## config.mk

```make
export PLATFORM = sky130hd
export DESIGN_NAME = puf_measure_ctrl_flat
export DESIGN_NICKNAME = d
export VERILOG_FILES = /design/src/rtl/puf_measure_ctrl_pkg.sv /design/src/rtl/puf_measure_ctrl_if.sv /design/src/rtl/puf_measure_ctrl_sync_nff.sv /design/src/rtl/puf_measure_ctrl.sv /design/src/flat_wrapper.sv
export SDC_FILE = /design/constraint.sdc
export NUM_CORES = 1
export LEC_CHECK = 0
export CAP_MARGIN = 10
export CORE_UTILIZATION = 50
export DETAILED_ROUTE_END_ITERATION = 10
export GPL_ROUTABILITY_DRIVEN = 0
export HOLD_SLACK_MARGIN = 0.03
export PLACE_DENSITY = 0.85
export SLEW_MARGIN = 20
export SYNTH_ARGS = -nofsm -noshare
export SYNTH_HDL_FRONTEND = slang
export SYNTH_SLANG_ARGS = --single-unit
```

## constraint.sdc

```tcl
create_clock -name clock -period 4.58 [get_ports clock]
set_input_delay 0.687 -clock clock [delete_from_list [all_inputs] [get_ports clock]]
set_output_delay 0.687 -clock clock [all_outputs]
set_load 0.01 [all_outputs]
```

## src/rtl/puf_measure_ctrl_pkg.sv

```systemverilog
// Shared definitions for the ring-oscillator PUF measurement controller:
// FSM state encodings, RO array geometry and counter sizing.
package puf_measure_ctrl_pkg;

    localparam int RO_COUNT = 32;
    localparam int RO_HALF  = RO_COUNT / 2;
    localparam int CHAL_W   = 8;
    localparam int SEL_W    = 8;
    // Wide enough for any legal TIMEOUT_CYCLES (up to 17 bits).
    localparam int CNT_W    = 17;

    typedef enum logic [2:0] {
        ST_IDLE    = 3'd0,
        ST_LOAD    = 3'd1,
        ST_CLEAR   = 3'd2,
        ST_MEASURE = 3'd3,
        ST_CAPTURE = 3'd4,
        ST_NEXT    = 3'd5,
        ST_DONE    = 3'd6
    } state_t;

    function automatic int idx_width(input int n_bits);
        return (n_bits > 1) ? $clog2(n_bits) : 1;
    endfunction

endpackage

```

## src/rtl/puf_measure_ctrl_if.sv

```systemverilog
// Host-side request/response bundle of the PUF measurement controller.
interface puf_measure_ctrl_if #(
    parameter int N_BITS = 8
) ();
    import puf_measure_ctrl_pkg::*;

    logic              start;
    logic [CHAL_W-1:0] challenge;
    logic              busy;
    logic [N_BITS-1:0] response;
    logic              resp_valid;
    logic              resp_ready;
    logic              timeout_err;

    modport master (
        output start,
        output challenge,
        output resp_ready,
        input  busy,
        input  response,
        input  resp_valid,
        input  timeout_err
    );

    modport slave (
        input  start,
        input  challenge,
        input  resp_ready,
        output busy,
        output response,
        output resp_valid,
        output timeout_err
    );

endinterface

```

## src/rtl/puf_measure_ctrl_sync_nff.sv

```systemverilog
// N-stage flip-flop synchronizer for asynchronous arbiter outputs, clears to 0.
module sync_nff #(
    parameter int STAGES = 2
) (
    input  logic clock,
    input  logic reset,
    input  logic d,
    output logic q
);

    logic [STAGES-1:0] sync_q;
    logic [STAGES-1:0] sync_d;

    assign sync_d[0] = d;

    generate
        for (genvar gi = 1; gi < STAGES; gi++) begin : g_stage
            assign sync_d[gi] = sync_q[gi-1];
        end
    endgenerate

    always_ff @(posedge clock) begin
        if (reset) begin
            sync_q <= '0;
        end else begin
            sync_q <= sync_d;
        end
    end

    assign q = sync_q[STAGES-1];

endmodule

```

## src/rtl/puf_measure_ctrl.sv

```systemverilog
// Sequences challenge load, per-bit RO race measurement and response handoff
// for the serial ring-oscillator PUF datapath.
module puf_measure_ctrl
    import puf_measure_ctrl_pkg::*;
#(
    parameter int N_BITS         = 8,
    parameter int SETTLE_CYCLES  = 4,
    parameter int TIMEOUT_CYCLES = 65535,
    parameter int SYNC_STAGES    = 2
) (
    input  logic                clock,
    input  logic                reset,
    puf_measure_ctrl_if.slave   host,
    input  logic [SEL_W-1:0]    sel,
    input  logic                bit_done,
    input  logic                bit_in,
    output logic                scr_load,
    output logic                scr_step,
    output logic [CHAL_W-1:0]   scr_seed,
    output logic                cnt_reset,
    output logic                arb_reset,
    output logic [RO_COUNT-1:0] ro_enable
);

    localparam int IDX_W = idx_width(N_BITS);

    localparam logic [CNT_W-1:0] SETTLE_LAST  = CNT_W'(SETTLE_CYCLES - 1);
    localparam logic [CNT_W-1:0] TIMEOUT_LAST = CNT_W'(TIMEOUT_CYCLES - 1);
    localparam logic [CNT_W-1:0] SYNC_IGNORE  = CNT_W'(SYNC_STAGES);
    localparam logic [CNT_W-1:0] CNT_MAX      = {CNT_W{1'b1}};
    localparam logic [IDX_W-1:0] LAST_IDX     = IDX_W'(N_BITS - 1);

    state_t             state_q, state_d;
    logic [CNT_W-1:0]   cnt_q, cnt_d;
    logic [IDX_W-1:0]   bit_idx_q, bit_idx_d;
    logic [N_BITS-1:0]  response_q, response_d;
    logic               timeout_q, timeout_d;
    logic               bit_q, bit_d;
    logic [CHAL_W-1:0]  challenge_q, challenge_d;

    logic               done_sync;
    logic               win_sync;
    logic               ro_run;
    logic [RO_HALF-1:0] ro_lo;
    logic [RO_HALF-1:0] ro_hi;

    sync_nff #(.STAGES(SYNC_STAGES)) u_sync_done (
        .clock (clock),
        .reset (reset),
        .d     (bit_done),
        .q     (done_sync)
    );

    sync_nff #(.STAGES(SYNC_STAGES)) u_sync_win (
        .clock (clock),
        .reset (reset),
        .d     (bit_in),
        .q     (win_sync)
    );

    // One enable per half of the array, picked directly by the scrambler nibbles.
    generate
        for (genvar gi = 0; gi < RO_HALF; gi++) begin : g_ro
            assign ro_lo[gi] = (sel[3:0] == 4'(gi));
            assign ro_hi[gi] = (sel[7:4] == 4'(gi));
        end
    endgenerate

    assign ro_enable        = ro_run ? {ro_hi, ro_lo} : '0;
    assign scr_seed         = challenge_q;
    assign host.response    = response_q;
    assign host.timeout_err = timeout_q;

    always_ff @(posedge clock) begin
        if (reset) begin
            state_q     <= ST_IDLE;
            cnt_q       <= '0;
            bit_idx_q   <= '0;
            response_q  <= '0;
            timeout_q   <= 1'b0;
            bit_q       <= 1'b0;
            challenge_q <= '0;
        end else begin
            state_q     <= state_d;
            cnt_q       <= cnt_d;
            bit_idx_q   <= bit_idx_d;
            response_q  <= response_d;
            timeout_q   <= timeout_d;
            bit_q       <= bit_d;
            challenge_q <= challenge_d;
        end
    end

    always_comb begin
        state_d         = state_q;
        cnt_d           = cnt_q;
        bit_idx_d       = bit_idx_q;
        response_d      = response_q;
        timeout_d       = timeout_q;
        bit_d           = bit_q;
        challenge_d     = challenge_q;
        scr_load        = 1'b0;
        scr_step        = 1'b0;
        cnt_reset       = 1'b1;
        arb_reset       = 1'b1;
        ro_run          = 1'b0;
        host.busy       = 1'b1;
        host.resp_valid = 1'b0;

        case (state_q)
            ST_IDLE: begin
                host.busy = 1'b0;
                if (host.start) begin
                    challenge_d = host.challenge;
                    response_d  = '0;
                    timeout_d   = 1'b0;
                    bit_idx_d   = '0;
                    state_d     = ST_LOAD;
                end
            end

            ST_LOAD: begin
                scr_load = 1'b1;
                cnt_d    = '0;
                state_d  = ST_CLEAR;
            end

            ST_CLEAR: begin
                ro_run = 1'b1;
                if (cnt_q == SETTLE_LAST) begin
                    cnt_d   = '0;
                    state_d = ST_MEASURE;
                end else begin
                    cnt_d = cnt_q + 1'b1;
                end
            end

            ST_MEASURE: begin
                cnt_reset = 1'b0;
                arb_reset = 1'b0;
                ro_run    = 1'b1;
                if (cnt_q != CNT_MAX) begin
                    cnt_d = cnt_q + 1'b1;
                end
                // The first SYNC_STAGES samples still carry pre-race history.
                if ((cnt_q >= SYNC_IGNORE) && done_sync) begin
                    bit_d   = win_sync;
                    state_d = ST_CAPTURE;
                end else if (cnt_q >= TIMEOUT_LAST) begin
                    bit_d     = 1'b0;
                    timeout_d = 1'b1;
                    state_d   = ST_CAPTURE;
                end
            end

            ST_CAPTURE: begin
                response_d[bit_idx_q] = bit_q;
                state_d               = ST_NEXT;
            end

            ST_NEXT: begin
                if (bit_idx_q == LAST_IDX) begin
                    state_d = ST_DONE;
                end else begin
                    scr_step  = 1'b1;
                    bit_idx_d = bit_idx_q + 1'b1;
                    cnt_d     = '0;
                    state_d   = ST_CLEAR;
                end
            end

            ST_DONE: begin
                host.resp_valid = 1'b1;
                if (host.resp_ready) begin
                    state_d = ST_IDLE;
                end
            end

            default: begin
                state_d = ST_IDLE;
            end
        endcase
    end

endmodule

```

## src/flat_wrapper.sv

```systemverilog
// flat-port wrapper written by rule: the top's interface ports become plain ports
module puf_measure_ctrl_flat import puf_measure_ctrl_pkg::*;
#(
    parameter int N_BITS         = 8,
    parameter int SETTLE_CYCLES  = 4,
    parameter int TIMEOUT_CYCLES = 65535,
    parameter int SYNC_STAGES    = 2
)
  (clock, reset, sel, bit_done, bit_in, scr_load, scr_step, scr_seed, cnt_reset, arb_reset, ro_enable, host_start, host_challenge, host_resp_ready, host_busy, host_response, host_resp_valid, host_timeout_err);
  puf_measure_ctrl_if #(.N_BITS(N_BITS)) host_i ();
  input  logic clock;
  input  logic reset;
  input  logic [SEL_W-1:0] sel;
  input  logic bit_done;
  input  logic bit_in;
  output logic scr_load;
  output logic scr_step;
  output logic [CHAL_W-1:0] scr_seed;
  output logic cnt_reset;
  output logic arb_reset;
  output logic [RO_COUNT-1:0] ro_enable;
  input wire logic [$bits(host_i.start)-1:0] host_start;
  input wire logic [$bits(host_i.challenge)-1:0] host_challenge;
  input wire logic [$bits(host_i.resp_ready)-1:0] host_resp_ready;
  output wire logic [$bits(host_i.busy)-1:0] host_busy;
  output wire logic [$bits(host_i.response)-1:0] host_response;
  output wire logic [$bits(host_i.resp_valid)-1:0] host_resp_valid;
  output wire logic [$bits(host_i.timeout_err)-1:0] host_timeout_err;
  assign host_i.start = host_start;
  assign host_i.challenge = host_challenge;
  assign host_i.resp_ready = host_resp_ready;
  assign host_busy = host_i.busy;
  assign host_response = host_i.response;
  assign host_resp_valid = host_i.resp_valid;
  assign host_timeout_err = host_i.timeout_err;
  puf_measure_ctrl #(.N_BITS(N_BITS), .SETTLE_CYCLES(SETTLE_CYCLES), .TIMEOUT_CYCLES(TIMEOUT_CYCLES), .SYNC_STAGES(SYNC_STAGES)) u_core (.clock(clock), .reset(reset), .host(host_i), .sel(sel), .bit_done(bit_done), .bit_in(bit_in), .scr_load(scr_load), .scr_step(scr_step), .scr_seed(scr_seed), .cnt_reset(cnt_reset), .arb_reset(arb_reset), .ro_enable(ro_enable));
endmodule
```

==> flow_metrics.tcl <==
set metrics [dict create \
    area_growth_pct 34.38 \
    muxShareOfSynthArea_pct 0 \
    synth_compound_area_share_pct 16.63 \
    setup_viol 0 \
    cp_data_required_time_ps 3890 \
    register_area_um2 900.9 \
    layout_common_cells "clkdlybuf4s50_1, nand2_1, nor2_1" \
    drtIter0Drc 224 \
    grt_overflow_total 0 \
    synth_edf_count 0 \
    cp_max_fo 4 \
    period_minus_slack_ps 3049 \
    initial_utilization_pct 52.21 \
    grt_usage_pct 24.48 \
    tns_ps 0 \
    syn_area_per_cell_um2 7.323 \
    seqPwrFrac_pct 50.6 \
    crit_type "input port to output pin" \
    max_slew_margin_pct 36.31 \
    power_mw 0.8267 \
    postSynthCellCount 339 \
    wl_mm 6.227 \
    multiInputGateArea_um2 1470 \
    vdd_ir_drop_max_v 0.0002299 \
    yosysSeqAreaShare_pct 36.29 \
    fillers 419 \
    synth_cell_type_count 43 \
    p_leak_nw 1.101 \
    tritoncts "built" \
    grt_setup_unrepaired "false" \
    pwr-share-comb_pct 19.1 \
    yosys_most_used_dff "dfxtp_1" \
    die_area_um2 5250 \
    hold_viol 0 \
    cap_violations 0 \
    cts_setup_buffers 0 \
    final_nets 431 \
    routed_via_density 5.744 \
    arrival_ps 2360 \
    cts_buffer_depth 2 \
    num_rows 25 \
    p_int_mw 0.5773 \
    skew_ps 5.791 \
    timing.fmax_ghz 0.3279 \
    grt_max_degree 30 \
    clock_sinks 45 \
    grt_pass1_vias 2280 \
    cts-buffers-inserted 5 \
    routedWlPerCell_um 13.19 \
    die_w_um 72.46 \
    n_antenna_cell 0 \
    synth_xor_xnor_area_share_pct 0.3528 \
    hp-class "flip-flop to flip-flop" \
    synth_top_family_by_area "simple AND/OR/NAND/NOR gates" \
    route.detailed.drc 0 \
    ys_ff_latch 45 \
    ant_nets 0 \
    dr.pass1.iters 5 \
    post_cts_resized 0 \
    hpwl_mm 4.508 \
    cts_hold_buf 0 \
    cts.clk_slew.worst_paths_ps 90 \
    drive_gt1_share_pct 4.691 \
    fp.dieH_um 72.46 \
    yosysWarnings 0 \
    endpoint_kind "output pin" \
    core_area_um2 4755 \
    grt_first_pass_wirelength_mm 10.17 \
    switching_share_pct 30.18 \
    clk_latency_ps 300 \
    holdWs_ps 443.9 \
    synth_simple_gate_area_share_pct 39.72 \
    outcome "complete, no violations" \
    synthAdderAreaFrac_pct 2.520 \
    ios 77 \
    synth_async_sr_flop_share_pct 0 \
    io_buffers 76 \
    antenna_found_initial 0 \
    period_share_pct 66.58 \
    p_sw_mw 0.2495 \
    mostFrequentLayoutCell "clkdlybuf4s50_1" \
    num_vias 2711 \
    drv_slew 0 \
    tightestPinTransition_ps 952.4 \
    syn-num-nets 366 \
    rrSetupSlack_ps 1630 \
    htreeDepth 2 \
    fin_util_pct 70.16 \
    clkPwrFrac_pct 30.3 \
    powerDensity_nw_per_um2 247.8 \
    critPathLaunchType "input port" \
    netlist_area_um2 2482 \
    root_buffer "clkbuf_8" \
]
sequential cells by signal (all words and copies together), names as in the netlist:
name                       count
u_core.bit_idx_q               3
u_core.bit_q                   1
u_core.cnt_q                  17
u_core.host.response           8
u_core.host.timeout_err        1
u_core.scr_seed                8
u_core.state_q                 3
u_core.u_sync_done.sync_q      2
u_core.u_sync_win.sync_q       2
per-stage QoR:
| stage | cell area, µm² | worst slack, ps | cells |
|---|---|---|---|
| after global placement | 3246 | 1618 | 464 |
| after detailed placement | 3246 | 1533 | 464 |
| after global routing | 3336 | 1376 | 472 |
| after floorplan | 2482 | 2382 | 339 |
| final | 3336 | 1531 | 472 |
| after CTS | 3336 | 1527 | 472 |
final cells by class:
class | instances | area share, %
flip-flops and latches | 45 | 27.01
well taps | 67 | 2.513
inverters | 4 | 0.4501
repair buffers | 78 | 23.26
multi-input cells | 270 | 44.07
clock inverters | 3 | 0.6377
clock buffers | 5 | 2.063
critical path, cell delays in order:
cell	delay, ps
clkdlybuf4s50_1	460
or3_1	450
nor3_1	190
clkdlybuf4s50_1	580
power by group through the flow:
stage                     clock network (mW)  logic, mW  registers, mW
after global placement                     0      0.155          0.427
after floorplan                            0     0.0971          0.421
after global routing                   0.274      0.175          0.421
after detailed placement                   0      0.157          0.427
after CTS                              0.255      0.158          0.418
final                                  0.251      0.158          0.418
routing by layer:
layer | GRT usage [%] | routed length (µm) | vias up
met1 | 29.97 | 2712 | 1212
met5 | 0 | 0 | -
met2 | 41.23 | 2912 | 131
li1 | - | - | 1358
met3 | 6.389 | 500 | 10
met4 | 9.150 | 101 | 0
worst paths after layout:
path / start / depth (start not counted) / to
worst max register to register: u_core.bit_idx_q[0] / 6 / u_core.cnt_q[4]
worst max-delay path: sel[6] / 4 / ro_enable[16]
worst min register to register: u_core.u_sync_win.sync_q[0] / 1 / u_core.u_sync_win.sync_q[1]
worst min-delay path: u_core.u_sync_win.sync_q[0] / 1 / u_core.u_sync_win.sync_q[1]
synth_stat cells (2+ instances only):
master    number  area, µm²
or4_1          8      60.06
or3_1          7      43.79
nor4_1         5      31.28
and3_1         2      12.51
nor2_1        49      183.9
ha_1           5      62.56
buf_6          2      22.52
o21ai_0        5      25.02
o211ai_1       6      45.04
clkbuf_1      14      52.55
nand2_1       51      191.4
inv_1          4      15.01
a31oi_1       15      93.84
nand3_1       33      165.2
a21oi_1       25      125.1
nor3_1         9      45.04
buf_2          2      10.01
o311ai_0       2      17.52
nand3b_1       4      30.03
dfxtp_1       45      900.9
nor2b_1        9      56.30
nand2b_1       7      43.79
nand4_1        8      50.05
or2_2          3      18.77
cells by family (layout without fill, tap and decap cells):
logic type / after synthesis / after routing
buf+inv: 24 / 90
simple gates: 201 / 201
fa+ha+maj: 5 / 5
xor+xnor: 1 / 1
flops: 45 / 45
compound gates: 63 / 63
Note: power is estimated with default switching activity, not from simulation.
==> patch (config.mk and constraints unchanged) <==
Re-encode `state_t` (7 states) as one-hot, 7 bits wide.
--- a/src/rtl/puf_measure_ctrl_pkg.sv
+++ b/src/rtl/puf_measure_ctrl_pkg.sv
@@ -10,12 +10,12 @@
     localparam int CNT_W    = 17;
 
-    typedef enum logic [2:0] {
-        ST_IDLE    = 3'd0,
-        ST_LOAD    = 3'd1,
-        ST_CLEAR   = 3'd2,
-        ST_MEASURE = 3'd3,
-        ST_CAPTURE = 3'd4,
-        ST_NEXT    = 3'd5,
-        ST_DONE    = 3'd6
+    typedef enum logic [6:0] {
+        ST_IDLE    = 7'b0000001,
+        ST_LOAD    = 7'b0000010,
+        ST_CLEAR   = 7'b0000100,
+        ST_MEASURE = 7'b0001000,
+        ST_CAPTURE = 7'b0010000,
+        ST_NEXT    = 7'b0100000,
+        ST_DONE    = 7'b1000000
     } state_t;
 
Formal check against the unedited RTL: same outputs for any inputs over 10 cycles, from zero or initial values and one cycle with reset high; not proved beyond that.
==> patch against the unedited design <==
- clock power is 23% higher
- setup slack worse by 730 ps
- sequential share of layout area is 0.89 points higher
- synthesized area is 5.2% higher
- design area is 5.4% higher
- total power is 12% higher
- sequential cell count is 4 higher
- combinational power is 3% higher
- synthesized cell count is 2.7% lower
- routed wire length is 0.43% higher
- core utilization is 1.9 points higher
- first-iteration DRC count is 24% lower
- critical endpoint is now ro_enable[0]
==> patch: results (changes against the unedited design) <==
[cells_and_area]
drive_gt1_share_pct = 4.00  ; was 4.69%
diodes = 0  ; unchanged
nets = 426  ; was 431
top_register = u_core.cnt_q  ; unchanged

[route]
initialDrtViolationCount = 170  ; was 224
wire_per_inst_um = 13.4  ; was 13.2 µm
first_pass_iters = 4  ; was 5
via_per_inst = 5.60  ; was 5.74

[place]
dp.final_hpwl_um = 4540  ; was 4510 µm

[logic_synthesis]
synth_area_leaders = dfxtp_1, nor2_1, a21oi_1  ; was dfxtp_1, nand2_1, nor2_1
synth_cell_types = 48  ; was 43
ys_seq_area_share_pct = 37.5  ; was 36.3%
ys.flop_type = dfxtp_1  ; unchanged
syn_nets = 357  ; was 366
synth_common_cells = dfxtp_1, nor2_1, a21oi_1  ; was nand2_1, nor2_1, dfxtp_1

[sta]
maxSlewHeadroom_pct = 49.7  ; was 36.3%
clock_skew_ps = 12.9  ; was 5.79 ps

[global_route]
antenna_found_initial = 0  ; unchanged
grt_usage_pct = 23.4  ; was 24.5%
grt_pass1_vias = 2233  ; was 2280
grt_first_pass_wirelength_um = 9940  ; was 10200 µm
grt_max_degree = 35  ; was 30

[power_and_ir_drop]
p_int_uw = 680  ; was 577 µW
p_leak_uw = 0.00120  ; was 0.00110 µW
ir_worst_vdd_mv = 0.209  ; was 0.230 mV

[worst_setup_path]
slowest_delay_ps = 660  ; was 580 ps
r2r_cells = 9  ; was 6
cp_max_fo = 9  ; was 4
cp_slowest_cell = nor4_2  ; was clkdlybuf4s50_1
crit_arrival_ps = 3090  ; was 2360 ps

[clock_network]
cts-root-buf = clkbuf_8  ; unchanged
cts_buffers = 5  ; unchanged

[run_status]
outcome = completed  ; unchanged

## patch: cell count changes in the layout (fill, tap and decap cells not counted), sizes merged, moves of 6 or more
cell / delta
a31oi: -15
mux2i: +9
or4: -8
nand2: -27
o21ai: +12
nand3: -21
nor4: +6
o211ai: -6
inv: +6
## patch: kinds of logic after synthesis
logic type      after synthesis  synth area share, %
simple gates                172                 35.4
compound gates               61                 14.6
flops                        49                 37.5
buf+inv                      27                 4.17
mux                          10                 3.88
xor+xnor                      6                 2.01
fa+ha+maj                     5                 2.39
## patch: power groups by stage
stage               combinational, µW  clock (µW)  sequential (µW)
global placement                  158           0              462
global route                      176         334              456
CTS                               161         315              453
finish                            162         308              453
floorplan                        92.3           0              465
detailed placement                160           0              463
## patch: path summary, 6_finish.rpt
kind | to | start | slack (ps)
max | ro_enable[0] | u_core.state_q[6]$_SDFFE_PP0P_ | 800
min | u_core.u_sync_done.sync_q[1]$_SDFF_PP0_ | u_core.u_sync_done.sync_q[0]$_SDFF_PP0_ | 450
max reg2reg | u_core.cnt_q[9]$_SDFFE_PP0P_ | u_core.cnt_q[8]$_SDFFE_PP0P_ | 2040
min reg2reg | u_core.u_sync_done.sync_q[1]$_SDFF_PP0_ | u_core.u_sync_done.sync_q[0]$_SDFF_PP0_ | 450
## patch: routing by layer
layer  part of all wire [%]  wire, µm  global-route usage, %
met5                      0         0                      0
met3                    8.3       519                   6.23
met2                     46      2850                   40.2
met4                   0.99        62                   5.66
met1                     45      2820                   29.2
## patch: through the flow
stage | total power (µW) | cells | worst slack, ps | instance area [µm²] | util, %
floorplan | 557 | 330 | 1880 | 2610 | -
global placement | 619 | 459 | 1250 | 3400 | 69.8
detailed placement | 623 | 459 | 1140 | 3400 | 69.8
CTS | 930 | 467 | 780 | 3520 | 72.1
global route | 966 | 467 | 597 | 3520 | 72.1
finish | 923 | 467 | 800 | 3520 | 72.1
## patch: layout make-up
class / instances / area (µm²)
clock buffer: 6 / 72.6
clock inverter: 2 / 38.8
fill: 396 / 1360
inverter: 11 / 41.3
multi-input combinational: 254 / 1520
sequential: 49 / 981
tap: 67 / 83.8
timing repair buffer: 78 / 776
## patch: critical path, delay by kind of cell (launching register included)
family,cells,cell delay (ps)
buffers and inverters,1,580
flip-flops,1,350
AND/OR/NAND/NOR,4,1850
